### config.mk
export PLATFORM = sky130hd
export DESIGN_NAME = timing_generator
export DESIGN_NICKNAME = d
export VERILOG_FILES = /design/src/rtl/mcs4_timing_pkg.sv /design/src/rtl/phase_gen.sv /design/src/rtl/timing_generator.sv
export SDC_FILE = /design/constraint.sdc
export NUM_CORES = 1
export LEC_CHECK = 0
export ABC_AREA = 1
export ABC_CLOCK_PERIOD_IN_PS = 1400
export BUFFER_PORTS_ARGS = -buffer_cell sky130_fd_sc_hd__buf_4
export CAP_MARGIN = 20
export CORE_MARGIN = 3
export CORE_UTILIZATION = 40
export CTS_CLUSTER_DIAMETER = 40
export DETAILED_ROUTE_END_ITERATION = 8
export PLACE_DENSITY_LB_ADDON = 0.1
export REMOVE_ABC_BUFFERS = 1
export SLEW_MARGIN = 20
export SYNTH_ARGS = -nofsm -noshare
export SYNTH_HDL_FRONTEND = slang
export SYNTH_SLANG_ARGS = --single-unit
### constraint.sdc
create_clock -name sysclk -period 1.4 [get_ports sysclk]
set_input_delay 0.28 -clock sysclk [delete_from_list [all_inputs] [get_ports sysclk]]
set_output_delay 0.28 -clock sysclk [all_outputs]
set_load 0.01 [all_outputs]
### src/rtl/mcs4_timing_pkg.sv
// Shared types and constants for the 4004 timing sequencer.
package mcs4_timing_pkg;

  typedef enum logic [2:0] {
    A1 = 3'd0, A2, A3, M1, M2, X1, X2, X3
  } subcycle_e;

  typedef enum logic [1:0] {
    SLOT_CLK1, SLOT_GAP1, SLOT_CLK2, SLOT_GAP2
  } slot_e;

  typedef enum logic [1:0] {
    RUN, HALTED, STEP
  } halt_state_e;

  localparam int SLOTS_PER_SUB  = 4;
  localparam int SUBS_PER_CYCLE = 8;

  function automatic logic [SUBS_PER_CYCLE-1:0] strobe_onehot(input subcycle_e s);
    return SUBS_PER_CYCLE'(1) << s;
  endfunction

endpackage

### src/rtl/phase_gen.sv
// Phase-slot generator: CLK_DIV divider, slot counter and the clk1/clk2 levels.
module phase_gen
  import mcs4_timing_pkg::*;
#(
  parameter int CLK_DIV = 8
) (
  input  logic  sysclk,
  input  logic  poc_n,
  input  logic  freeze,
  output logic  clk1,
  output logic  clk2,
  output slot_e slot,
  output logic  slot_start,
  output logic  slot_end
);

  localparam int DW = $clog2(CLK_DIV);

  logic [DW-1:0] div_q;
  logic [1:0]    slot_q;

  // Counters point at the position the next edge displays, so outputs lag them by one sysclk.
  assign slot       = slot_e'(slot_q);
  assign slot_start = (div_q == '0);
  assign slot_end   = (div_q == DW'(CLK_DIV - 1)) && (slot_q == 2'(SLOTS_PER_SUB - 1));

  always_ff @(posedge sysclk) begin
    if (!poc_n) begin
      div_q  <= '0;
      slot_q <= 2'd0;
      clk1   <= 1'b0;
      clk2   <= 1'b0;
    end else if (freeze) begin
      clk1 <= 1'b0;
      clk2 <= 1'b0;
    end else begin
      clk1 <= (slot == SLOT_CLK1);
      clk2 <= (slot == SLOT_CLK2);
      if (div_q == DW'(CLK_DIV - 1)) begin
        div_q  <= '0;
        slot_q <= slot_q + 2'd1;
      end else begin
        div_q <= div_q + 1'b1;
      end
    end
  end

endmodule

### src/rtl/timing_generator.sv
// 4004 master timing sequencer: subcycle sequence, state strobes, SYNC, POC stretch, run/halt/step.
//
// state  | meaning
// RUN    | free-running; halts at the X3->A1 wrap if run=0 there
// HALTED | frozen at A1 slot 0, clocks low, x32 held; run or step releases
// STEP   | executing one released instruction cycle; re-halts at the wrap unless run=1
module timing_generator
  import mcs4_timing_pkg::*;
#(
  parameter int CLK_DIV    = 8,
  parameter int POC_CYCLES = 4
) (
  input  logic sysclk,
  input  logic poc_n,
  input  logic run,
  input  logic step,
  output logic halted,
  output logic clk1,
  output logic clk2,
  output logic sync,
  output logic a12,
  output logic a22,
  output logic a32,
  output logic m12,
  output logic m22,
  output logic x12,
  output logic x22,
  output logic x32,
  output logic poc
);

  subcycle_e                 sub_q;
  halt_state_e               state_q;
  logic [3:0]                poc_cnt_q;
  logic [SUBS_PER_CYCLE-1:0] strobe_q;

  slot_e slot;
  logic  slot_start;
  logic  slot_end;
  logic  freeze;
  logic  wrap;

  assign freeze = (state_q == HALTED) && !(run || step);
  assign wrap   = slot_end && (sub_q == X3);

  assign {x32, x22, x12, m22, m12, a32, a22, a12} = strobe_q;

  phase_gen #(
    .CLK_DIV (CLK_DIV)
  ) u_phase_gen (
    .sysclk     (sysclk),
    .poc_n      (poc_n),
    .freeze     (freeze),
    .clk1       (clk1),
    .clk2       (clk2),
    .slot       (slot),
    .slot_start (slot_start),
    .slot_end   (slot_end)
  );

  always_ff @(posedge sysclk) begin
    if (!poc_n) begin
      state_q   <= RUN;
      halted    <= 1'b0;
      sub_q     <= A1;
      strobe_q  <= '0;
      sync      <= 1'b0;
      poc       <= 1'b1;
      poc_cnt_q <= 4'(POC_CYCLES);
    end else if (freeze) begin
      sync <= 1'b0;
    end else begin
      sync <= (sub_q == X3);
      poc  <= (poc_cnt_q != 4'd0);
      if (slot_start && (slot == SLOT_CLK2))
        strobe_q <= strobe_onehot(sub_q);
      if (slot_end)
        sub_q <= subcycle_e'(3'(sub_q + 3'd1));
      if (wrap && (poc_cnt_q != 4'd0))
        poc_cnt_q <= poc_cnt_q - 4'd1;

      case (state_q)
        RUN: begin
          if (wrap && !run) begin
            state_q <= HALTED;
            halted  <= 1'b1;
          end
        end
        HALTED: begin
          // Only reached here on a release; run wins over step.
          state_q <= run ? RUN : STEP;
          halted  <= 1'b0;
        end
        STEP: begin
          if (wrap) begin
            state_q <= run ? RUN : HALTED;
            halted  <= !run;
          end
        end
        default: state_q <= RUN;
      endcase
    end
  end

endmodule
==> impl_metrics.json, run 1 <==
{
  "outcome": "finished clean",
  "cpMostUsedCell": "buf_6",
  "yosysMostFrequentCell": "dfxtp_1",
  "coreArea_mm2": 0.00308,
  "drc": 0,
  "ys.flop_type": "dfxtp_1",
  "finalPower_mw": 1.22,
  "tightest_slew_ps": 458,
  "drive_gt1_frac": 0.404,
  "grt.total_usage": 0.143,
  "rrSetupSlack_ps": 50,
  "share_comb_of_total_power": 0.079,
  "grt_pass1_vias": 1086,
  "holdWs_ps": 243,
  "drv_slew": 0,
  "worstSetupStartpointType": "flop",
  "dp_hpwl_um": 1880,
  "syn-cell-area_mm2": 0.00130,
  "multi_input_area_um2": 841,
  "power.share.switching": 0.230,
  "postSynthCellCount": 163,
  "vdd_drop_max_mv": 0.496,
  "rsz0062_at_grt": "yes",
  "pin_count": 17,
  "seq_area_um2": 549,
  "die_area_mm2": 0.00397,
  "start_util": 0.422,
  "p_leak_nw": 0.735,
  "cts_root_buf": "clkbuf_4",
  "critPathCaptureType": "flop",
  "p_int_uw": 941,
  "wl_per_cell_um": 11.4,
  "hold_class": "input pin to flop",
  "cts_made_buffers": 3,
  "clkTransAtPathRegs_ps": 140,
  "post_drt_via_cell_ratio": 4.84,
  "hold_viol": 0,
  "htreeDepth": 1,
  "cp_data_arrival_time_ps": 1600,
  "avgSynthCellArea_um2": 7.97,
  "final_antenna_net_count": 0,
  "fp.dieW_um": 63.0,
  "diodes": 0,
  "worstPathCellList": "buf_6 > inv_4 > ha_4 > nor3b_4 > buf_6 > a21oi_1 > nor3_1",
  "synth_top_cells_by_count": "27 x dfxtp_1, 25 x nand2_1, 24 x inv_1, 22 x a21oi_1, 13 x ha_1",
  "cts_sinks": 27,
  "place_area_mm2": 0.00152,
  "slowest_stage": "dfxtp_2",
  "ys_warn_count": 0,
  "synth_area_leaders": "dfxtp_1 42%, ha_1 13%, a21oi_1 8.5%, nand2_1 7.2%, inv_1 6.9%",
  "firstDrtPassIters": 5,
  "path_class": "flop to flop",
  "overflow": 0,
  "routed_wl_um": 2690,
  "placement.io_buffers": 16,
  "synth_seq_area_share": 0.416,
  "fin_skew_ps": 4.43,
  "pwr-share-clk": 0.268,
  "netSwitchingPower_uw": 281,
  "gp_congestion": 0.832,
  "final_util": 0.588,
  "fill_cells": 279,
  "period_minus_slack_ps": 1350,
  "required_ps": 1650,
  "async_flop_share": 0,
  "grt_pass1_wl_um": 4620,
  "timing.final.crit_share": 0.965,
  "pwr-share-seq": 0.652,
  "cp_slowest_stage_delay_ps": 370,
  "cap_violations": 0,
  "antenna_found_initial": 0,
  "rows": 20,
  "synth_top_area_frac": 0.416,
  "dpl.cell_count": 228,
  "area_delta_synth_final_pct": 39.3,
  "synth-edff-count": 0,
  "fp.dieH_um": 63.0,
  "num-nets-final": 211,
  "clockBufferDepth": 2,
  "dr.first_iter.drc_count": 71,
  "synth-seq-cells": 27,
  "setup_violations": 0,
  "power_density_mw_per_mm2": 675,
  "grt_max_degree": 20,
  "fin_cells": 237,
  "design_area_mm2": 0.00181,
  "slew_headroom": 0.694,
  "cts_tree": "done",
  "clock_latency_ps": 310,
  "path_max_fanout": 8,
  "via_count": 1147,
  "synth.distinct_cells": 22,
  "synth_largest_area_cell": "dfxtp_1",
  "fmax_mhz": 740
}
[power by group through the flow]
stage / Combinational [mW] / Sequential, mW / Clock [mW]
after detailed placement: 0.0732 / 0.808 / 0
after global placement: 0.0716 / 0.807 / 0
final: 0.0969 / 0.797 / 0.328
after floorplan: 0.0412 / 0.809 / 0
after global routing: 0.110 / 0.800 / 0.381
after CTS: 0.0782 / 0.792 / 0.352
[cell usage in the layout, fill, tap and decap left out, types with 4 or more instances in the layout]
cell type / n
a21oi_2: 11
buf_4: 24
inv_1: 21
nor2_1: 12
dfxtp_1: 20
buf_6: 4
ha_1: 6
nand3_1: 8
a21oi_1: 10
dfxtp_2: 7
nand2_1: 23
ha_4: 6
[cells by family (layout without fill, tap and decap cells)]
logic type / count (synthesis) / count (layout) / synth area share
DFF: 27 / 27 / 0.416
xor gates and xnor gates: 1 / 1 / 0.00674
adders and majority gates: 13 / 13 / 0.125
and+or+nand+nor: 64 / 64 / 0.244
AOI/OAI and AO/OA: 31 / 31 / 0.124
buffers and inverters: 27 / 57 / 0.0838
[what timing repair did]
item                       4_1_cts  5_1_grt
pin swaps                        2       17
gates resized for setup          9       47
setup endpoints to repair        7       16
hold buffers                     0        0
setup buffers                    1        4
[flip-flops by register name, summed over array words and instances, names as in the netlist]
register and flops:
strobe_q 8, poc_cnt_q 4, sub_q 3, u_phase_gen.div_q 3, state_q 2, u_phase_gen.slot 2
halted 1, poc 1, sync 1, u_phase_gen.clk1 1, u_phase_gen.clk2 1
[final timing paths]
check,to,from,cells past startpoint
setup / recovery,strobe_q[4]$_SDFFE_PN0P_,u_phase_gen.div_q[0]$_SDFFE_PN0P_,7
hold / removal,poc$_SDFFE_PN1P_,poc_n,2
setup reg to reg,strobe_q[4]$_SDFFE_PN0P_,u_phase_gen.div_q[0]$_SDFFE_PN0P_,7
hold reg to reg,poc_cnt_q[0]$_SDFFE_PN0P_,poc_cnt_q[0]$_SDFFE_PN0P_,2
[worst max-delay path: cells and delay by family, from the launching register on]
kind,cells,cell delay [ps]
AO/OA/AOI/OAI,1,80
buffers and inverters,3,350
flip-flops,1,370
adder cells (fa/ha/maj),1,110
AND/OR/NAND/NOR,2,380
[cell type report]
cell class / count / area share
Clock buffer: 4 / 0.0145
Multi-Input combinational cell: 109 / 0.465
Sequential cell: 27 / 0.304
Tap cell: 44 / 0.0304
Inverter: 24 / 0.0512
Timing Repair Buffer: 29 / 0.136
[routing by layer]
layer	GRT usage	routed length, µm	vias to the layer above
li1	-	-	596
met1	0.180	1270	541
met2	0.241	1340	8
met3	0.0396	63	2
met4	0.0303	20	0
met5	0	0	-
[stage by stage]
stage	setup WS [ps]	setup TNS (ps)
detailed placement	-11.3	-19.4
CTS	5.64	0
global route	-36.8	-198
floorplan	20.6	0
finish	48.6	0
global placement	37.1	0
(Power assumes the default switching activity.)
==> run 2: changes to the inputs <==
--- a/config.mk
+++ b/config.mk
@@ -10,7 +10,7 @@
 export BUFFER_PORTS_ARGS = -buffer_cell sky130_fd_sc_hd__buf_4
 export CAP_MARGIN = 20
 export CORE_MARGIN = 3
-export CORE_UTILIZATION = 40
+export CORE_UTILIZATION = 50
 export CTS_CLUSTER_DIAMETER = 40
 export DETAILED_ROUTE_END_ITERATION = 8
 export PLACE_DENSITY_LB_ADDON = 0.1
==> run 2 against run 1 <==
Worst hold slack got worse by 20 ps; maximum frequency about the same; non-clock buffer count down 2; clock power increased by 7.6%; flip-flop and latch count unchanged; via count is 0.61% lower; first-iteration DRC count is 69% lower; critical path depth unchanged; power rose by 0.54%.
==> impl_metrics.json, run 2 (synthesis results as in run 1) <==
{
  "coreArea_mm2": 0.00234,
  "hold_viol": 0,
  "r2r_cells": 7,
  "pre_cts_ws_ps": -57.5,
  "slowest_stage": "dfxtp_2",
  "grt_pass1_vias": 1091,
  "multi_input_area_um2": 738,
  "required_ps": 1620,
  "min_from": "poc_n",
  "seq_area_um2": 551,
  "finalPower_mw": 1.23,
  "via_count": 1140,
  "hold_class": "input pin to flop",
  "die_area_mm2": 0.00325,
  "cts_root_buf": "clkbuf_4",
  "power_density_mw_per_mm2": 737,
  "worstSetupStartpointType": "flop",
  "largest_register_ffs": 8,
  "rows": 17,
  "dr.first_iter.drc_count": 22,
  "cap_violations": 0,
  "overflow": 0,
  "diodes": 0,
  "largest-register": "strobe_q",
  "htreeDepth": 1,
  "worstPathCellList": "inv_2 > ha_2 > inv_2 > nor3b_4 > nand2_4 > a21oi_1 > nor3_1",
  "fin_skew_ps": 5.47,
  "fmax_mhz": 740,
  "hold_depth": 2,
  "wl_per_cell_um": 12.5,
  "met2_usage": 0.300,
  "drv_slew": 0,
  "r2r_start": "u_phase_gen.slot[0]$_SDFFE_PN0P_",
  "cp_data_arrival_time_ps": 1580,
  "busiest_layer": "met2",
  "timing.final.crit_share": 0.966,
  "cts_made_buffers": 3,
  "antenna_found_initial": 0,
  "hold_buffers": 0,
  "rsz0062_at_grt": "yes",
  "holdWs_ps": 223,
  "drive_gt1_frac": 0.304,
  "grt_max_degree": 20,
  "vdd_drop_max_mv": 0.477,
  "cts_sinks": 27,
  "fp.dieW_um": 57.0,
  "cp_slowest_stage_delay_ps": 350,
  "cpMostUsedCell": "inv_2",
  "reg.largest.list": "strobe_q: 8 flops, poc_cnt_q: 4 flops",
  "path_class": "flop to flop",
  "critPathLaunch": "u_phase_gen.slot[0]$_SDFFE_PN0P_",
  "regToRegEndpoint": "strobe_q[5]$_SDFFE_PN0P_",
  "final_util": 0.712,
  "cts_tree": "done",
  "num-nets-final": 209,
  "drc": 0,
  "rrSetupSlack_ps": 50,
  "dp_hpwl_um": 1960,
  "outcome": "finished clean",
  "fp.dieH_um": 57.0,
  "layout_common_cells": "24 x nand2_1, 24 x buf_4, 22 x inv_1",
  "path_max_fanout": 8,
  "area_delta_synth_final_pct": 28.3,
  "p_leak_nw": 0.711,
  "final_antenna_net_count": 0,
  "firstDrtPassIters": 4,
  "slew_headroom": 0.736,
  "grt_pass1_wl_um": 4460,
  "period_minus_slack_ps": 1350,
  "clkTransAtPathRegs_ps": 160,
  "met1_usage": 0.207,
  "start_util": 0.555,
  "setup_ws_ps": 47.8,
  "gp_congestion": 0.805,
  "whs_endpoint": "poc_cnt_q[2]$_SDFFE_PN1P_",
  "tightest_slew_ps": 396,
  "routed_wl_um": 2730,
  "clock_latency_ps": 330,
  "placement.io_buffers": 16,
  "critPathCaptureType": "flop",
  "clockBufferDepth": 2,
  "pin_count": 17,
  "post_drt_via_cell_ratio": 5.21,
  "setup_violations": 0,
  "met3_usage": 0.0204,
  "fill_cells": 187,
  "grt.total_usage": 0.171
}
[run 2: report_power, final]
group,internal [mW],switching [mW]
clock,0.109,0.243
combinational,0.0355,0.0415
sequential,0.783,0.0160
[run 2: layout make-up]
class / count / share of cell area
Inverter: 24 / 0.0541
Clock buffer: 3 / 0.0135
Tap cell: 28 / 0.0210
Sequential cell: 27 / 0.330
Clock inverter: 1 / 0.00450
Timing Repair Buffer: 27 / 0.134
Multi-Input combinational cell: 109 / 0.443
[run 2: worst max path at each step]
stage / end / slack (ps) / depth (start not counted)
finish: strobe_q[5]$_SDFFE_PN0P_ / 50 / 7
global route: halted$_SDFFE_PN0P_ / -30 / 9
CTS: halted$_SDFFE_PN0P_ / 3 / 9
detailed placement: sub_q[0]$_SDFFE_PN0P_ / -60 / 8
global placement: state_q[0]$_SDFFE_PN0P_ / 40 / 6
floorplan: halted$_SDFFE_PN0P_ / 20 / 8
[run 2: worst max-delay path, delay by kind of cell, from the launching register on]
kind	cells	cell delay, ps
AND/OR/NAND/NOR	3	480
flip-flops	1	350
adder cells (fa/ha/maj)	1	160
AO/OA/AOI/OAI	1	150
buffers and inverters	2	100
[run 2: routing by layer]
metal,vias to the layer above,part of all wire
met5,-,0
met4,0,0.0029
met3,2,0.023
met2,12,0.51
met1,537,0.46
li1,589,-
[run 2: timing repair]
action	4_1_cts	5_1_grt
gates resized for setup	7	23
buffers inserted	0	3
setup endpoints to repair	7	16
pin swaps	0	9
[run 2: metrics by stage]
step	std cells	setup TNS [ps]	cell area (µm²)
after floorplan	160	0	1280
after global placement	212	0	1500
after detailed placement	212	-135	1500
after CTS	216	0	1540
after global routing	219	-96.5	1670
final	219	0	1670
==> run 3: changes to the inputs <==
--- a/config.mk
+++ b/config.mk
@@ -7,7 +7,7 @@
 export LEC_CHECK = 0
 export ABC_AREA = 1
 export ABC_CLOCK_PERIOD_IN_PS = 1400
-export BUFFER_PORTS_ARGS = -buffer_cell sky130_fd_sc_hd__buf_4
+export BUFFER_PORTS_ARGS = -buffer_cell sky130_fd_sc_hd__buf_2
 export CAP_MARGIN = 20
 export CORE_MARGIN = 3
 export CORE_UTILIZATION = 50
@@ -15,6 +15,7 @@
 export DETAILED_ROUTE_END_ITERATION = 8
 export PLACE_DENSITY_LB_ADDON = 0.1
 export REMOVE_ABC_BUFFERS = 1
+export SKIP_LAST_GASP = 1
 export SLEW_MARGIN = 20
 export SYNTH_ARGS = -nofsm -noshare
 export SYNTH_HDL_FRONTEND = slang
==> run 3 against run 2 <==
The run now ends with setup timing left; via count is 0.61% higher; core utilization is 2.3 points higher; first-iteration DRC count is 100% higher; highest routed layer unchanged.
==> impl_metrics.json, run 3 (synthesis results as in run 1) <==
{
  "firstDrtPassIters": 4,
  "layout_common_cells": "23 x nand2_1, 21 x inv_1, 20 x dfxtp_1",
  "grt_pass1_wl_um": 4570,
  "hold_depth": 3,
  "setup_ws_ps": -29.4,
  "r2r_cells": 7,
  "cts_sinks": 27,
  "diodes": 0,
  "worstSetupStartpointType": "flop",
  "dr.first_iter.drc_count": 45,
  "clockBufferDepth": 2,
  "slew_headroom": 0.701,
  "overflow": 0,
  "routed_wl_um": 2930,
  "reg.largest.list": "strobe_q: 8 flops, poc_cnt_q: 4 flops",
  "start_util": 0.555,
  "pin_count": 17,
  "tightest_slew_ps": 448,
  "outcome": "finished, violations left",
  "cts_made_buffers": 3,
  "grt_max_degree": 20,
  "gp_congestion": 0.802,
  "clock_latency_ps": 330,
  "fp.dieW_um": 57.0,
  "power_density_mw_per_mm2": 721,
  "final_util": 0.735,
  "die_area_mm2": 0.00325,
  "rrSetupSlack_ps": -30,
  "cap_violations": 0,
  "p_leak_nw": 0.727,
  "coreArea_mm2": 0.00234,
  "clkTransAtPathRegs_ps": 140,
  "drv_slew": 0,
  "via_count": 1147,
  "setup_violations": 2,
  "path_max_fanout": 8,
  "design_area_mm2": 0.00172,
  "violations": "setup timing",
  "required_ps": 1660,
  "grt.total_usage": 0.172,
  "fin_skew_ps": 11.2,
  "busiest_layer": "met2",
  "grt_pass1_vias": 1122,
  "num-nets-final": 211,
  "final_common_cell": "nand2_1",
  "antenna_found_initial": 0,
  "met2_usage": 0.294,
  "final_antenna_net_count": 0,
  "whs_endpoint": "state_q[1]$_SDFFE_PN0P_",
  "hold_class": "input pin to flop",
  "area_delta_synth_final_pct": 32.5,
  "drc": 0,
  "placement.io_buffers": 16,
  "path_class": "flop to flop",
  "multi_input_area_um2": 812,
  "htreeDepth": 1,
  "rows": 17,
  "pre_cts_ws_ps": -3.75,
  "wl_per_cell_um": 13.3,
  "met1_usage": 0.217,
  "timing.final.crit_share": 1.02,
  "cts_tree": "done",
  "hold_buffers": 0,
  "fmax_mhz": 700,
  "min_from": "step",
  "regToRegEndpoint": "strobe_q[7]$_SDFFE_PN0P_",
  "post_drt_via_cell_ratio": 5.19,
  "place_area_mm2": 0.00147,
  "critPathLaunch": "u_phase_gen.div_q[0]$_SDFFE_PN0P_",
  "largest-register": "strobe_q",
  "rsz0062_at_grt": "yes",
  "critPathCaptureType": "flop",
  "dp_hpwl_um": 1940,
  "largest_register_ffs": 8,
  "seq_area_um2": 549,
  "fp.dieH_um": 57.0,
  "drive_gt1_frac": 0.383,
  "r2r_start": "u_phase_gen.div_q[0]$_SDFFE_PN0P_",
  "cp_data_arrival_time_ps": 1690,
  "met3_usage": 0.0204,
  "vdd_drop_max_mv": 0.530,
  "holdWs_ps": 246,
  "cts_root_buf": "clkbuf_4",
  "period_minus_slack_ps": 1430,
  "fill_cells": 178,
  "hold_viol": 0
}
-- run 3: area by class of cell --
cell class | count | area share
Clock buffer | 3 | 0.0131
Clock inverter | 1 | 0.00436
Timing Repair Buffer | 29 | 0.117
Tap cell | 28 | 0.0204
Multi-Input combinational cell | 109 | 0.472
Sequential cell | 27 | 0.319
Inverter | 24 | 0.0538
-- run 3: per-layer routing --
metal / wire [µm] / up-vias / share of wire
met4: 12 / 0 / 0.0041
met1: 1340 / 544 / 0.46
met2: 1530 / 8 / 0.52
met5: 0 / - / 0
li1: - / 593 / -
met3: 52 / 2 / 0.018
-- run 3: what timing repair did --
item,CTS,global route
gates resized for setup,3,45
endpoints found under the setup margin,3,17
hold endpoints to repair,0,0
pin swaps,0,15
setup buffers,0,3
-- run 3: worst max-delay path: stages (launching register included) --
cell	delay, ps
dfxtp_2	370
buf_6	120
inv_4	50
ha_4	110
nor3b_4	280
buf_6	200
nand3_2	80
a21oi_2	150
-- run 3: worst max-delay path by stage --
stage | endpoint | slack [ps] | cells past startpoint
CTS | halted$_SDFFE_PN0P_ | -4 | 9
detailed placement | sub_q[0]$_SDFFE_PN0P_ | -4 | 8
global placement | halted$_SDFFE_PN0P_ | 40 | 8
global route | strobe_q[5]$_SDFFE_PN0P_ | -90 | 7
floorplan | halted$_SDFFE_PN0P_ | 20 | 8
finish | strobe_q[7]$_SDFFE_PN0P_ | -30 | 7
-- run 3: metrics by stage --
step	total power, mW	TNS (ps)	cells
after detailed placement	0.881	-3.75	214
after CTS	1.23	-3.67	218
final	1.24	-40.9	221
after global placement	0.877	0	214
after floorplan	0.850	0	160
after global routing	1.30	-554	221
-- run 3: power by group --
| part | internal, mW | switching [mW] | leakage [nW] | total, mW |
|---|---|---|---|---|
| logic | 0.0426 | 0.0508 | 0.491 | 0.0934 |
| clock network | 0.109 | 0.240 | 0.0139 | 0.349 |
| registers | 0.784 | 0.0144 | 0.222 | 0.798 |
| total | 0.936 | 0.305 | 0.727 | 1.24 |
